File: src/rtl/control_unit.sv
// control_unit: multi-cycle sequencer for a simple accumulator machine.
// Fetches 16-bit instructions ([15:12] opcode, [11:0] operand address),
// issues data-memory and ALU controls, handles JMP/JZ/END and halts on
// illegal opcodes.
// Optional feature: define CTRL_MUL_EN to enable the MUL opcode (3);
// without it opcode 3 is handled as an illegal instruction.
module control_unit #(
  parameter int PC_W   = 8,
  parameter int ADDR_W = 12
) (
  input  logic              clk,
  input  logic              rst_n,
  input  logic              start,
  output logic              imem_req,
  output logic [PC_W-1:0]   imem_addr,
  input  logic              imem_ack,
  input  logic [15:0]       instr,
  output logic [2:0]        alu_select,
  input  logic              z_flag,
  output logic [ADDR_W-1:0] dmem_addr,
  output logic              dmem_rd,
  output logic              dmem_wr,
  output logic              acc_we,
  output logic              busy,
  output logic              halted,
  output logic              illegal
);

  localparam logic [2:0] S_IDLE   = 3'd0;
  localparam logic [2:0] S_FETCH  = 3'd1;
  localparam logic [2:0] S_DECODE = 3'd2;
  localparam logic [2:0] S_EXEC   = 3'd3;
  localparam logic [2:0] S_WB     = 3'd4;
  localparam logic [2:0] S_HALT   = 3'd5;

  localparam logic [3:0] OP_NOP   = 4'h0;
  localparam logic [3:0] OP_ADD   = 4'h1;
  localparam logic [3:0] OP_SUB   = 4'h2;
  localparam logic [3:0] OP_MUL   = 4'h3;
  localparam logic [3:0] OP_LOAD  = 4'h4;
  localparam logic [3:0] OP_STORE = 4'h5;
  localparam logic [3:0] OP_JMP   = 4'h6;
  localparam logic [3:0] OP_JZ    = 4'h7;
  localparam logic [3:0] OP_END   = 4'hF;

  localparam logic [2:0] SEL_ADD   = 3'b000;
  localparam logic [2:0] SEL_SUB   = 3'b001;
  localparam logic [2:0] SEL_MUL   = 3'b010;
  localparam logic [2:0] SEL_PASSA = 3'b011;
  localparam logic [2:0] SEL_PASSB = 3'b100;

  logic [2:0]      state_q, state_d;
  logic [PC_W-1:0] pc_q, pc_d;
  logic [15:0]     instr_q, instr_d;
  logic [2:0]      alu_sel_q, alu_sel_d;
  logic            zreg_q, zreg_d;
  logic            halted_q, halted_d;
  logic            illegal_q, illegal_d;

  logic [3:0]      op;
  logic            mul_ok;
  logic            is_alu_op;
  logic            updates_z;
  logic [2:0]      sel_for_op;
  logic [PC_W-1:0] pc_inc;
  logic [PC_W-1:0] jmp_target;

`ifdef CTRL_MUL_EN
  assign mul_ok = 1'b1;
`else
  assign mul_ok = 1'b0;
`endif

  assign op         = instr_q[15:12];
  assign is_alu_op  = (op == OP_ADD) || (op == OP_SUB) || (op == OP_LOAD) ||
                      ((op == OP_MUL) && mul_ok);
  assign updates_z  = (op == OP_ADD) || (op == OP_SUB);
  assign pc_inc     = pc_q + PC_W'(1);
  assign jmp_target = PC_W'(instr_q[11:0]);

  // ALU operation implied by the latched opcode
  always_comb begin
    sel_for_op = SEL_PASSA;
    case (op)
      OP_ADD:   sel_for_op = SEL_ADD;
      OP_SUB:   sel_for_op = SEL_SUB;
      OP_MUL:   sel_for_op = mul_ok ? SEL_MUL : SEL_PASSA;
      OP_LOAD:  sel_for_op = SEL_PASSB;
      default:  sel_for_op = SEL_PASSA;
    endcase
  end

  // Sequencer next-state, PC, flag and ALU-select computation
  always_comb begin
    state_d   = state_q;
    pc_d      = pc_q;
    instr_d   = instr_q;
    alu_sel_d = alu_sel_q;
    zreg_d    = zreg_q;
    halted_d  = halted_q;
    illegal_d = illegal_q;
    case (state_q)
      S_IDLE, S_HALT: begin
        if (start) begin
          state_d   = S_FETCH;
          pc_d      = '0;
          halted_d  = 1'b0;
          illegal_d = 1'b0;
        end
      end
      S_FETCH: begin
        if (imem_ack) begin
          instr_d = instr;
          state_d = S_DECODE;
        end
      end
      S_DECODE: begin
        // alu_select is loaded on the way into EXEC so it is presented
        // during EXEC and then simply held everywhere else
        if (is_alu_op || (op == OP_STORE)) begin
          state_d   = S_EXEC;
          alu_sel_d = sel_for_op;
        end else begin
          case (op)
            OP_NOP: begin
              pc_d    = pc_inc;
              state_d = S_FETCH;
            end
            OP_JMP: begin
              pc_d    = jmp_target;
              state_d = S_FETCH;
            end
            OP_JZ: begin
              pc_d    = zreg_q ? jmp_target : pc_inc;
              state_d = S_FETCH;
            end
            OP_END: begin
              pc_d     = pc_inc;
              halted_d = 1'b1;
              state_d  = S_HALT;
            end
            default: begin
              halted_d  = 1'b1;
              illegal_d = 1'b1;
              state_d   = S_HALT;
            end
          endcase
        end
      end
      S_EXEC: state_d = S_WB;
      S_WB: begin
        if (updates_z) zreg_d = z_flag;
        pc_d    = pc_inc;
        state_d = S_FETCH;
      end
      default: state_d = S_IDLE;
    endcase
  end

  // State registers with asynchronous active-low reset
  always_ff @(posedge clk or negedge rst_n) begin
    if (!rst_n) begin
      state_q   <= S_IDLE;
      pc_q      <= '0;
      instr_q   <= '0;
      alu_sel_q <= SEL_PASSA;
      zreg_q    <= 1'b0;
      halted_q  <= 1'b0;
      illegal_q <= 1'b0;
    end else begin
      state_q   <= state_d;
      pc_q      <= pc_d;
      instr_q   <= instr_d;
      alu_sel_q <= alu_sel_d;
      zreg_q    <= zreg_d;
      halted_q  <= halted_d;
      illegal_q <= illegal_d;
    end
  end

  assign imem_req   = (state_q == S_FETCH);
  assign imem_addr  = pc_q;
  assign alu_select = alu_sel_q;
  assign dmem_addr  = ADDR_W'(instr_q[11:0]);
  assign dmem_rd    = (state_q == S_DECODE) && is_alu_op;
  assign dmem_wr    = (state_q == S_WB) && (op == OP_STORE);
  assign acc_we     = (state_q == S_WB) && is_alu_op;
  assign busy       = (state_q == S_FETCH) || (state_q == S_DECODE) ||
                      (state_q == S_EXEC)  || (state_q == S_WB);
  assign halted     = halted_q;
  assign illegal    = illegal_q;

endmodule

File: config.mk
export PLATFORM = sky130hd
export DESIGN_NAME = control_unit
export DESIGN_NICKNAME = d
export VERILOG_FILES = /design/src/rtl/control_unit.sv
export SDC_FILE = /design/constraint.sdc
export NUM_CORES = 1
export LEC_CHECK = 0
export CAP_MARGIN = 10
export CORE_ASPECT_RATIO = 0.7
export CORE_UTILIZATION = 40
export CTS_CLUSTER_DIAMETER = 120
export CTS_CLUSTER_SIZE = 12
export DETAILED_ROUTE_END_ITERATION = 7
export HOLD_SLACK_MARGIN = 0.12
export PLACE_DENSITY = 0.71
export SETUP_SLACK_MARGIN = 0.2
export SYNTH_ARGS = -nofsm -noshare
export SYNTH_HDL_FRONTEND = slang
export SYNTH_SLANG_ARGS = --single-unit
File: constraint.sdc
create_clock -name clk -period 1.51 [get_ports clk]
set_input_delay 0.453 -clock clk [delete_from_list [all_inputs] [get_ports clk]]
set_output_delay 0.453 -clock clk [all_outputs]
set_load 0.02 [all_outputs]
=== Word level (Yosys, flattened, before mapping) ===
Index checks and enable logic that the tools add are counted.

* Bits in registers: 33
* Logic and storage cells: 68
* Bits of input ports: 21
* Output and inout bits: 30

* Eq/ne operators: 18
* Add/subtract/negate cells: 1
* Multiplexer cells: 18
* Reduce and logical (&&, ||, !) cells: 24

{| class="wikitable"
|+ Operators by type and width
! cell !! number
|-
| case mux 8 bit (3 select lines) || 2
|-
| 2-to-1 mux 8 bit || 3
|-
| == test 4 x 3 -> 1 bit (second input constant) || 4
|-
| case mux 3 bit (5 select lines) || 1
|-
| 2-to-1 mux 3 bit || 4
|-
| AND reduction 4 bit || 3
|-
| case mux 3 bit (3 select lines) || 1
|-
| adder 8 x 1 -> 8 bit (second input constant) || 1
|-
| != test 2 bit (second input constant) || 4
|-
| AND reduction 2 bit || 4
|-
| == test 3 x 2 -> 1 bit (second input constant) || 2
|-
| == test 3 bit (second input constant) || 2
|-
| logical OR 1 bit || 6
|-
| 2-to-1 mux 1 bit || 5
|-
| == test 4 x 1 -> 1 bit (second input constant) || 1
|-
| == test 4 x 2 -> 1 bit (second input constant) || 1
|-
| == test 4 bit (second input constant) || 1
|-
| logical NOT 4 bit || 1
|-
| != test 4 x 2 -> 1 bit (second input constant) || 1
|-
| case mux 1 bit (2 select lines) || 2
|-
| OR reduction 2 bit || 2
|-
| OR reduction 4 bit || 1
|-
| == test 3 x 1 -> 1 bit (second input constant) || 1
|-
| logical AND 1 bit || 3
|-
| other kinds (5) || 5
|}

=== Logic depth before layout (Yosys ltp) ===
Gate-level depths: netlist (run 1).

* Word-level depth: 6
* Depth in mapped cells: 7
* Mapped depth without buffers: 6

=== Least setup slack after synthesis (run 1) ===
Ideal clock, no wire load.

* Path type: register -> output
* From: register state_q[2]
* To: output port dmem_rd
* Slack: -261 ps
* Data required time: 1,057 ps
* Cell stages (with the launch flop): 4
* Buffers on the path: 0
* Arrival time: 1,318 ps
* Path through: dfrtp_1 -> nand2b_1 -> or3_1 -> nor2_1

* Longest elaborated chain between the ends: 2

{| class="wikitable"
|+ RTL lines
! what !! RTL line !! RTL
|-
| start, declared || 52 || <nowiki>logic [2:0] state_q, state_d;</nowiki>
|-
| start signal, assigned || 171 || <nowiki>state_q <= state_d;</nowiki>
|-
| == test 3 x 2 -> 1 bit || 185 || <nowiki>assign dmem_rd = (state_q == S_DECODE) && is_alu_op;</nowiki>
|-
| logical AND 1 bit || 185 ||
|-
| end, declared || 21 || <nowiki>output logic dmem_rd,</nowiki>
|}

Every way passes these cells.

=== Worst setup path after layout (run 1) ===
* From: register instr_q[14]
* To: output port acc_we

* Longest elaborated chain between the ends: 4
* Elaborated cells on any way between the ends: 6
* Those cells by class: eq/ne (3); reduce/logical (3)

{| class="wikitable"
|+ RTL lines
! what !! RTL line !! RTL
|-
| start, declared || 54 || <nowiki>logic [15:0] instr_q, instr_d;</nowiki>
|-
| start signal, assigned || 173 || <nowiki>instr_q <= instr_d;</nowiki>
|-
| == test 4 x 1 -> 1 bit or == test 4 x 2 -> 1 bit (tied branches) || 75 || <nowiki>assign is_alu_op = (op == OP_ADD) || (op == OP_SUB) || (op == OP_LOAD) ||</nowiki>
|-
| logical OR 1 bit || 75 ||
|-
| logical OR 1 bit * || 75 ||
|-
| logical AND 1 bit * || 187 || <nowiki>assign acc_we = (state_q == S_WB) && is_alu_op;</nowiki>
|-
| end, declared || 23 || <nowiki>output logic acc_we,</nowiki>
|}

Every way passes the cells marked *; elsewhere a longest branch is shown, timed or not.

==> results of run 1 <==
## layout by cell type (no fill, tap or decap), types with 3 or more instances in the layout
cell	n
dfrtp_2	6
a21oi_2	5
buf_6	34
buf_12	5
a21oi_1	5
clkbuf_8	5
nor2_4	7
o21ai_0	3
nand2_1	9
nor3_4	4
nand2b_4	5
buf_2	10
clkdlybuf4s50_1	19
o22ai_1	3
dfrtp_1	25
o21ai_1	4
nand3_1	5
mux2_4	17
nor2_1	8
inv_1	8
buf_4	55
## flip-flops by register name, summed over array words and instances (netlist names)
register and count:
alu_select 3, halted 1, illegal 1, imem_addr 8, instr_q 16, state_q 3
zreg_q 1
## metrics by stage
step / setup WS (ns) / hold WS, ns / power (mW) / std cells
after floorplan: -0.07320 / 0.1574 / 3.944 / 183
after global placement: -0.5609 / 0.4681 / 5.168 / 303
after detailed placement: -0.6428 / 0.4768 / 5.230 / 303
after CTS: -0.3704 / 0.4738 / 6.878 / 330
after global routing: -0.5067 / 0.5262 / 8.471 / 353
final: -0.4677 / 0.5157 / 8.135 / 353
## timing repair
action / 4_1_cts / 5_1_grt
pin swaps: 15 / 17
setup buffers: 17 / 22
resized for setup: 202 / 49
cloned: 2 / 1
endpoints found under the setup margin: 60 / 52
## cell type report
| type | count | area (µm²) | area share |
|---|---|---|---|
| multi-input combinational | 122 | 1229 | 0.3574 |
| clock inverter | 2 | 10.01 | 0.002911 |
| clock buffer | 6 | 72.57 | 0.02111 |
| timing repair buffer | 127 | 1192 | 0.3468 |
| tap | 55 | 68.82 | 0.02001 |
| sequential | 33 | 835.8 | 0.2431 |
| inverter | 8 | 30.03 | 0.008734 |
## cell families after synthesis
group | synth area share
AOI/OAI and AO/OA | 0.1731
buffers and inverters | 0.1049
muxes | 0.1023
xor gates and xnor gates | 0.01872
and+or+nand+nor | 0.1517
adders and majority gates | 0.006683
DFF | 0.4425
## power by group
| group | total (mW) | switching [mW] | internal [mW] |
|---|---|---|---|
| clock network | 0.679 | 0.359 | 0.320 |
| registers | 1.69 | 0.385 | 1.30 |
| logic | 5.77 | 2.72 | 3.04 |
## routing by layer
layer / part of all wire / GRT usage
met1: 0.41 / 0.3206
met2: 0.49 / 0.3589
met3: 0.080 / 0.05850
met4: 0.026 / 0.07264
met5: 0 / 0
## worst paths after layout
kind / from / end / slack [ns] / cells after the start
max reg2reg: instr_q[14] / imem_addr[0] / -0.33 / 6
min reg2reg: instr_q[10] / instr_q[10] / 0.52 / 1
max: instr_q[14] / acc_we / -0.47 / 5
max in group asynchronous: rst_n / alu_select[1] / 0.72 / 2
min: rst_n / state_q[0] / 0.52 / 2
min in group clk: instr_q[10] / instr_q[10] / 0.52 / 1
==> impl_metrics.csv, run 1 <==
group,metric,value,unit
die,pin_count,51,
synth,synth_edf_count,0,
clocking,htreeDepth,2,
synth,ys_seq_area_frac,0.4425,
synth,syn_avg_cell_area,10.23,µm²
global_routing,antenna_found_initial,0,
detailed_routing,drt_iter0_markers,145,
job,cap_violations,0,
critical_path,cpMaxStageDelayCell,"dfrtp_2",
detailed_routing,routedWlPerCell,19.09,µm
clocking,clkLatencyLatePin,0.30,ns
die,start_util,0.4250,
critical_path,crit_buf_inv,1,
synth,synth_nets,205,
pwr,ir_worst_vdd,1373,µV
run_status,status,"finished, violations left",
synth,synth_area_leaders,"dfrtp_1 (41%), mux2_1 (10%), buf_4 (5.6%)",
run_status,violations,"negative setup slack",
die,die_h,59.24,µm
global_routing,grt_overflow,0,
timing,layout_min_cycle_time,1.978,ns
clocking,clkTransAtPathRegs,0.08,ns
synth,synthArstFlopShare,1.000,
placement,hpwl,3.242,mm
detailed_routing,drt-vias-per-instance,5.581,
detailed_routing,drc_errors,0,
timing,setup_viol,33,
clocking,cts_tree,"done",
timing,hold_violations,0,
global_routing,grt_max_degree,34,
cells_and_area,design_area,3438,µm²
clocking,postCtsHoldBufs,0,
clocking,clock-sinks,33,
critical_path,max_stage_delay,0.45,ns
die,fp.dieW,83.76,µm
synth,synth_top_area_frac,0.4144,
die,std_cell_rows,20,
timing,rsz0062_at_grt,"true",
timing,final.setup.tns,-8.262,ns
critical_path,required,1.06,ns
cells_and_area,fillerInstances,237,
synth,yosysMostFrequentCell,"dfrtp_1",
detailed_routing,ant_nets,0,
detailed_routing,drt_wl_total,6.738,mm
cells_and_area,fin_util,0.7807,
cells_and_area,syn_to_final_growth,83.69,%
placement,io_buffers,50,
synth,yosys_most_used_dff,"dfrtp_1",
critical_path,worstPathArrival,1.52,ns
pwr,power.density,2366,nW/µm²
synth,ys_ff_latch,33,
critical_path,crit_fanout,3,
critical_path,crit_chain,"xnor2_2 > nor2_1 > a21oi_2 > nor2_4 > buf_6",
synth,ys_types,38,
global_routing,grt_pass1_vias,1758,
clocking,numCtsBuffers,5,
timing,period_share,1.310,
timing,clock_skew,0.01452,ns
synth,synthTopCellsByCount,"dfrtp_1 (31), mux2_1 (17), nor2_1 (15)",
pwr,p_leak,1.540,nW
global_routing,grt_first_pass_wirelength,8.707,mm
critical_path,start_kind,"flip-flop",
placement,dpl-instance-area,2655,µm²
cells_and_area,diodes,0,
timing,slew_headroom,0.7808,
clocking,cts_max_path_buffers,2,
critical_path,path_class,"flip-flop to output port",
die,coreArea,4404,µm²
timing,worst_pin_slew,0.3265,ns
synth,syn_area,1872,µm²
synth,synth_area_leader_cell,"dfrtp_1",
die,fp.dieArea,4962,µm²
global_routing,track_usage,0.2306,
critical_path,crit_family,"flip-flops",
critical_path,end_kind,"output port",
timing,max_freq,0.5056,GHz
cells_and_area,nets,319,
detailed_routing,num_vias,1970,
timing,layout_setup_ws,-0.4677,ns
cells_and_area,layout-drive-gt1-share,0.6242,
clocking,cts-root-buf,"clkbuf_8",
synth,ys_warn_count,0,
timing,maxSlewViolCount,0,
min_path,hold_class,"input port to async pin",
detailed_routing,firstDrtPassIters,4,
synth,synthCells,183,
placement,gp_congestion,0.7908,
(Power assumes the default switching activity.)
==> inputs of run 2 (changes only) <==
Settings changed: CORE_MARGIN set to 8, PLACE_DENSITY 0.71 to 0.81.
==> run 2 against run 1 <==
Compared with the run above: the run still ends with negative setup slack left; combinational power decreased by 6.2%; cell count decreased by 2.5%; register-to-register slack got worse by 0.13 ns; sequential share of layout area increased by 0.42 points; clock-buffer cell count increased by 1; via count decreased by 2.4%; total power decreased by 4.5%; routed wire length increased by 5.1%; first-iteration DRC count increased by 2.8%; global-route usage decreased by 4.6 points; die area increased by 44%; clock power increased by 3%; largest cell class unchanged.
==> impl_metrics.csv, run 2 (synthesized netlist as in run 1, its figures left out) <==
group,metric,value,unit
die,pin_count,51,
timing,slew_headroom,0.6130,
die,start_util,0.4226,
placement,dp_slack,-0.5764,ns
detailed_routing,drt_iter0_markers,149,
global_routing,grt_overflow,0,
die,fp.dieArea,7159,µm²
timing,rsz0062_at_grt,"true",
critical_path,r2r_cells,6,
cells_and_area,final_common_cell,"buf_4",
timing,hold_violations,0,
clocking,cts_tree,"done",
timing,whs,0.4889,ns
global_routing,grt_pass1_vias,2013,
die,std_cell_rows,20,
cells_and_area,layout_common_cells,"buf_4 (51), buf_6 (34), dfrtp_1 (28), clkdlybuf4s50_1 (19), mux2_1 (16)",
cells_and_area,layout-drive-gt1-share,0.5729,
pwr,power.density,2309,nW/µm²
cells_and_area,nets,310,
critical_path,worstSetupEndpoint,"imem_addr[0]",
detailed_routing,drc_errors,0,
timing,clock_skew,0.006507,ns
timing,final.setup.tns,-10.73,ns
cells_and_area,regMostFlops,"instr_q",
timing,setup_viol,32,
die,coreArea,4429,µm²
clocking,cts-root-buf,"clkbuf_8",
global_routing,grt_max_degree,34,
critical_path,max_stage_delay,0.43,ns
detailed_routing,routedWlPerCell,20.59,µm
timing,layout_min_cycle_time,1.974,ns
critical_path,cp.depth,6,
placement,io_buffers,50,
clocking,clkTransAtPathRegs,0.07,ns
clocking,numCtsBuffers,5,
detailed_routing,firstDrtPassIters,4,
global_routing,antenna_found_initial,1,
placement,placed_cells,308,
detailed_routing,drt-vias-per-instance,5.590,
timing,max_freq,0.5065,GHz
run_status,violations,"negative setup slack",
run_status,status,"finished, violations left",
critical_path,path_class,"flip-flop to flip-flop",
die,fp.dieW,97.76,µm
job,cap_violations,0,
cells_and_area,largest_register_ffs,16,
critical_path,worstPathArrival,2.15,ns
die,die_h,73.24,µm
critical_path,cpMaxStageDelayCell,"dfrtp_1",
cells_and_area,syn_to_final_growth,79.75,%
critical_path,crit_buf_inv,1,
global_routing,grt_first_pass_wirelength,10.36,mm
global_routing,track_usage,0.1850,
detailed_routing,ant_nets,0,
critical_path,reg2reg_to,"imem_addr[0]",
placement,gp_congestion,0.8475,
critical_path,critical_path.reg2reg.startpoint,"state_q[2]",
timing,period_share,1.308,
clocking,cts_max_path_buffers,2,
timing,worst_pin_slew,0.5778,ns
pwr,p_leak,1.466,nW
critical_path,start_kind,"flip-flop",
clocking,clkLatencyLatePin,0.29,ns
critical_path,startpoint,"state_q[2]",
pwr,ir_worst_vdd,1118,µV
critical_path,end_kind,"flip-flop",
min_path,hold_class,"flip-flop to flip-flop",
critical_path,crit_family,"compound AO/OA/AOI/OAI gates",
timing,layout_setup_ws,-0.4645,ns
critical_path,r2r_slack,-0.46,ns
placement,hpwl,3.957,mm
critical_path,crit_chain,"buf_4 > nand2_1 > a221o_1 > a21o_4 > a221oi_2 > a21oi_1",
clocking,htreeDepth,2,
timing,maxSlewViolCount,0,
detailed_routing,drt_wl_total,7.084,mm
cells_and_area,finalNonFillerCells,344,
detailed_routing,num_vias,1923,
critical_path,required,1.68,ns
critical_path,crit_fanout,13,
clocking,clock-sinks,33,
## run 2: how the worst min path moves through the flow
stage / start / end / slack, ns / depth (start not counted)
2_1_floorplan: rst_n / alu_select[2] / 0.16 / 0
3_3_place_gp: instr_q[9] / instr_q[9] / 0.47 / 1
3_5_place_dp: instr_q[10] / instr_q[10] / 0.48 / 1
4_1_cts: alu_select[1] / alu_select[1] / 0.48 / 2
5_1_grt: instr_q[10] / instr_q[10] / 0.51 / 1
6_report: instr_q[10] / instr_q[10] / 0.49 / 1
## run 2: timing repair
item,in CTS,in global routing
pin swaps,4,13
buffers inserted,13,13
endpoints found under the setup margin,62,51
cloned,2,0
hold buffers,0,0
resized for setup,184,54
## run 2: final cells by class
cell class | count | area [µm²]
Clock buffer | 7 | 86.33
Fill cell | 282 | 1065
Antenna cell | 1 | 2.502
Multi-Input combinational cell | 121 | 1234
Sequential cell | 33 | 832.0
Timing Repair Buffer | 119 | 1106
Inverter | 8 | 35.03
Tap cell | 55 | 68.82
## run 2: where the power goes
group / internal (mW) / leakage [nW] / switching, mW
registers: 1.30 / 0.404 / 0.361
logic: 2.69 / 1.02 / 2.72
clock network: 0.362 / 0.0443 / 0.337
total: 4.35 / 1.47 / 3.41
## run 2: per-layer routing
layer  global-route usage  wire length, µm  vias to the layer above  share of wire
li1                     -                -                      855              -
met1               0.2073             2768                      944           0.39
met2               0.3081             3457                       95           0.49
met3              0.06095              566                       29          0.080
met4               0.1031              291                        0          0.041
met5                    0                0                        -              0
## run 2: through the flow
step | util | power, mW | instance area (µm²)
6_report | 0.7596 | 7.768 | 3364
5_1_grt | 0.7596 | 8.133 | 3364
4_1_cts | 0.6870 | 6.797 | 3043
3_5_place_dp | 0.6107 | 5.430 | 2705
3_3_place_gp | 0.6107 | 5.314 | 2705
2_1_floorplan | - | 3.944 | 1968
## run 2: worst reg2reg max path: cells and delay by family, from the launching register on
family                 cells  cell delay (ns)
flip-flops                 1             0.43
buffers and inverters      1             0.29
AO/OA/AOI/OAI              4             0.99
AND/OR/NAND/NOR            1             0.14
==> inputs of run 3 (changes only) <==
Settings changed: SETUP_SLACK_MARGIN 0.2 to not set.
==> run 3 against run 2 <==
Compared with the run above: the flow still finishes with violations (negative setup slack); sequential share of layout area is 0.074 points lower; die area unchanged; combinational power shrank 1%; register-to-register slack better by 0.09 ns; critical path type is now flip-flop to output port; largest power group unchanged.
==> impl_metrics.csv, run 3 (synthesized netlist as in run 1, its figures left out) <==
group,metric,value,unit
run_status,status,"finished, violations left",
run_status,violations,"negative setup slack",
timing,slew_headroom,0.7176,
die,die_h,73.24,µm
clocking,numCtsBuffers,5,
global_routing,grt_max_degree,18,
timing,rsz0062_at_grt,"true",
cells_and_area,largest_register_ffs,16,
die,coreArea,4429,µm²
clocking,cts_max_path_buffers,2,
timing,layout_min_cycle_time,1.912,ns
critical_path,end_kind,"output port",
timing,layout_setup_ws,-0.4024,ns
pwr,ir_worst_vdd,1171,µV
cells_and_area,layout-drive-gt1-share,0.5211,
timing,worst_pin_slew,0.4223,ns
pwr,p_switching,3.345,mW
detailed_routing,firstDrtPassIters,5,
cells_and_area,regMostFlops,"instr_q",
clocking,cts_tree,"done",
cells_and_area,layout_common_cells,"buf_4 (47), dfrtp_1 (30), dlygate4sd2_1 (20), clkdlybuf4s50_1 (19)",
global_routing,grt_first_pass_wirelength,10.54,mm
pwr,swShare,0.4212,
critical_path,crit_fanout,3,
detailed_routing,ant_nets,0,
die,pin_count,51,
pwr,power.density,2361,nW/µm²
timing,setup_viol,32,
die,fp.dieArea,7159,µm²
detailed_routing,routedWlPerCell,20.90,µm
timing,hold_violations,0,
timing,clock_skew,0.003373,ns
detailed_routing,drt-vias-per-instance,5.634,
die,std_cell_rows,20,
cells_and_area,final_common_cell,"buf_4",
min_path,hold_class,"flip-flop to flip-flop",
clocking,cts-root-buf,"clkbuf_8",
pwr,power,7.942,mW
critical_path,worstPathArrival,1.46,ns
detailed_routing,drc_errors,0,
global_routing,grt_overflow,0,
placement,gp_congestion,0.8753,
critical_path,required,1.06,ns
critical_path,start_kind,"flip-flop",
timing,maxSlewViolCount,0,
cells_and_area,syn_to_final_growth,79.75,%
clocking,clkTransAtPathRegs,0.07,ns
pwr,power_frac_comb,0.672,
timing,max_freq,0.5229,GHz
placement,dp_slack,-0.5488,ns
cells_and_area,nets,305,
detailed_routing,num_vias,1910,
job,cap_violations,0,
die,fp.dieW,97.76,µm
clocking,htreeDepth,2,
placement,io_buffers,50,
pwr,p_seq_frac,0.200,
cells_and_area,diodes,0,
placement,hpwl,4.045,mm
pwr,clockPowerShare,0.128,
detailed_routing,drt_iter0_markers,76,
global_routing,grt_pass1_vias,2027,
clocking,postCtsHoldBufs,0,
clocking,clkLatencyLatePin,0.29,ns
pwr,p_leak,1.495,nW
global_routing,antenna_found_initial,0,
critical_path,path_class,"flip-flop to output port",
timing,period_share,1.266,
die,start_util,0.4226,
detailed_routing,drt_wl_total,7.086,mm
clocking,clock-sinks,33,
pwr,p_int,4.597,mW
global_routing,track_usage,0.1878,
cells_and_area,fillerInstances,282,
==> run 3: per-stage QoR <==
stage	hold slack [ns]	instances	area, µm²	util	TNS [ns]
4_1_cts	0.5064	336	3241	0.7316	-8.045
3_3_place_gp	0.4691	310	2688	0.6068	-12.51
5_1_grt	0.5232	339	3364	0.7596	-11.24
3_5_place_dp	0.4787	310	2688	0.6068	-13.22
2_1_floorplan	0.1574	183	1961	-	-0.5239
6_report	0.5119	339	3364	0.7596	-9.024
==> run 3: per-layer routing <==
layer | vias to the layer above | track usage | wire length, µm
met4 | 0 | 0.05498 | 128
met1 | 955 | 0.2174 | 2820
met5 | - | 0 | 0
li1 | 845 | - | -
met3 | 13 | 0.06381 | 612
met2 | 97 | 0.3232 | 3524
==> run 3: worst max-delay path, cell delays in order (launching register included) <==
cell	delay, ns
dfrtp_1	0.37
nand2b_1	0.16
or3_4	0.39
nor2_4	0.12
buf_6	0.13
==> run 3: power groups by stage <==
stage	registers, mW	clock network [mW]	logic [mW]
global route	1.63	1.06	5.63
finish	1.59	1.02	5.33
detailed placement	1.59	0	3.81
global placement	1.56	0	3.73
CTS	1.57	1.01	4.82
floorplan	1.73	0	2.20
==> run 3: worst paths after layout <==
check / start / endpoint / slack [ns] / cells past startpoint
worst max-delay path: state_q[1] / dmem_wr / -0.40 / 4
worst min-delay path: alu_select[1] / alu_select[1] / 0.51 / 2
worst max register to register: state_q[0] / imem_addr[0] / -0.37 / 6
worst min register to register: alu_select[1] / alu_select[1] / 0.51 / 2
max in group asynchronous: rst_n / alu_select[0] / 0.74 / 2
min in group asynchronous: rst_n / instr_q[10] / 0.53 / 2
==> run 3: cell type report <==
cell class	count	area [µm²]	share of cell area
Sequential cell	33	829.5	0.2466
Inverter	8	30.03	0.008925
Clock inverter	3	65.06	0.01934
Tap cell	55	68.82	0.02045
Clock buffer	5	68.82	0.02045
Timing Repair Buffer	113	1036	0.3079
Multi-Input combinational cell	122	1266	0.3763
==> run 3: what timing repair did <==
item / in CTS / in global routing
setup endpoints to repair: 57 / 37
gates cloned: 2 / 2
buffers inserted: 16 / 5
resized for setup: 127 / 24
pin swaps: 7 / 8
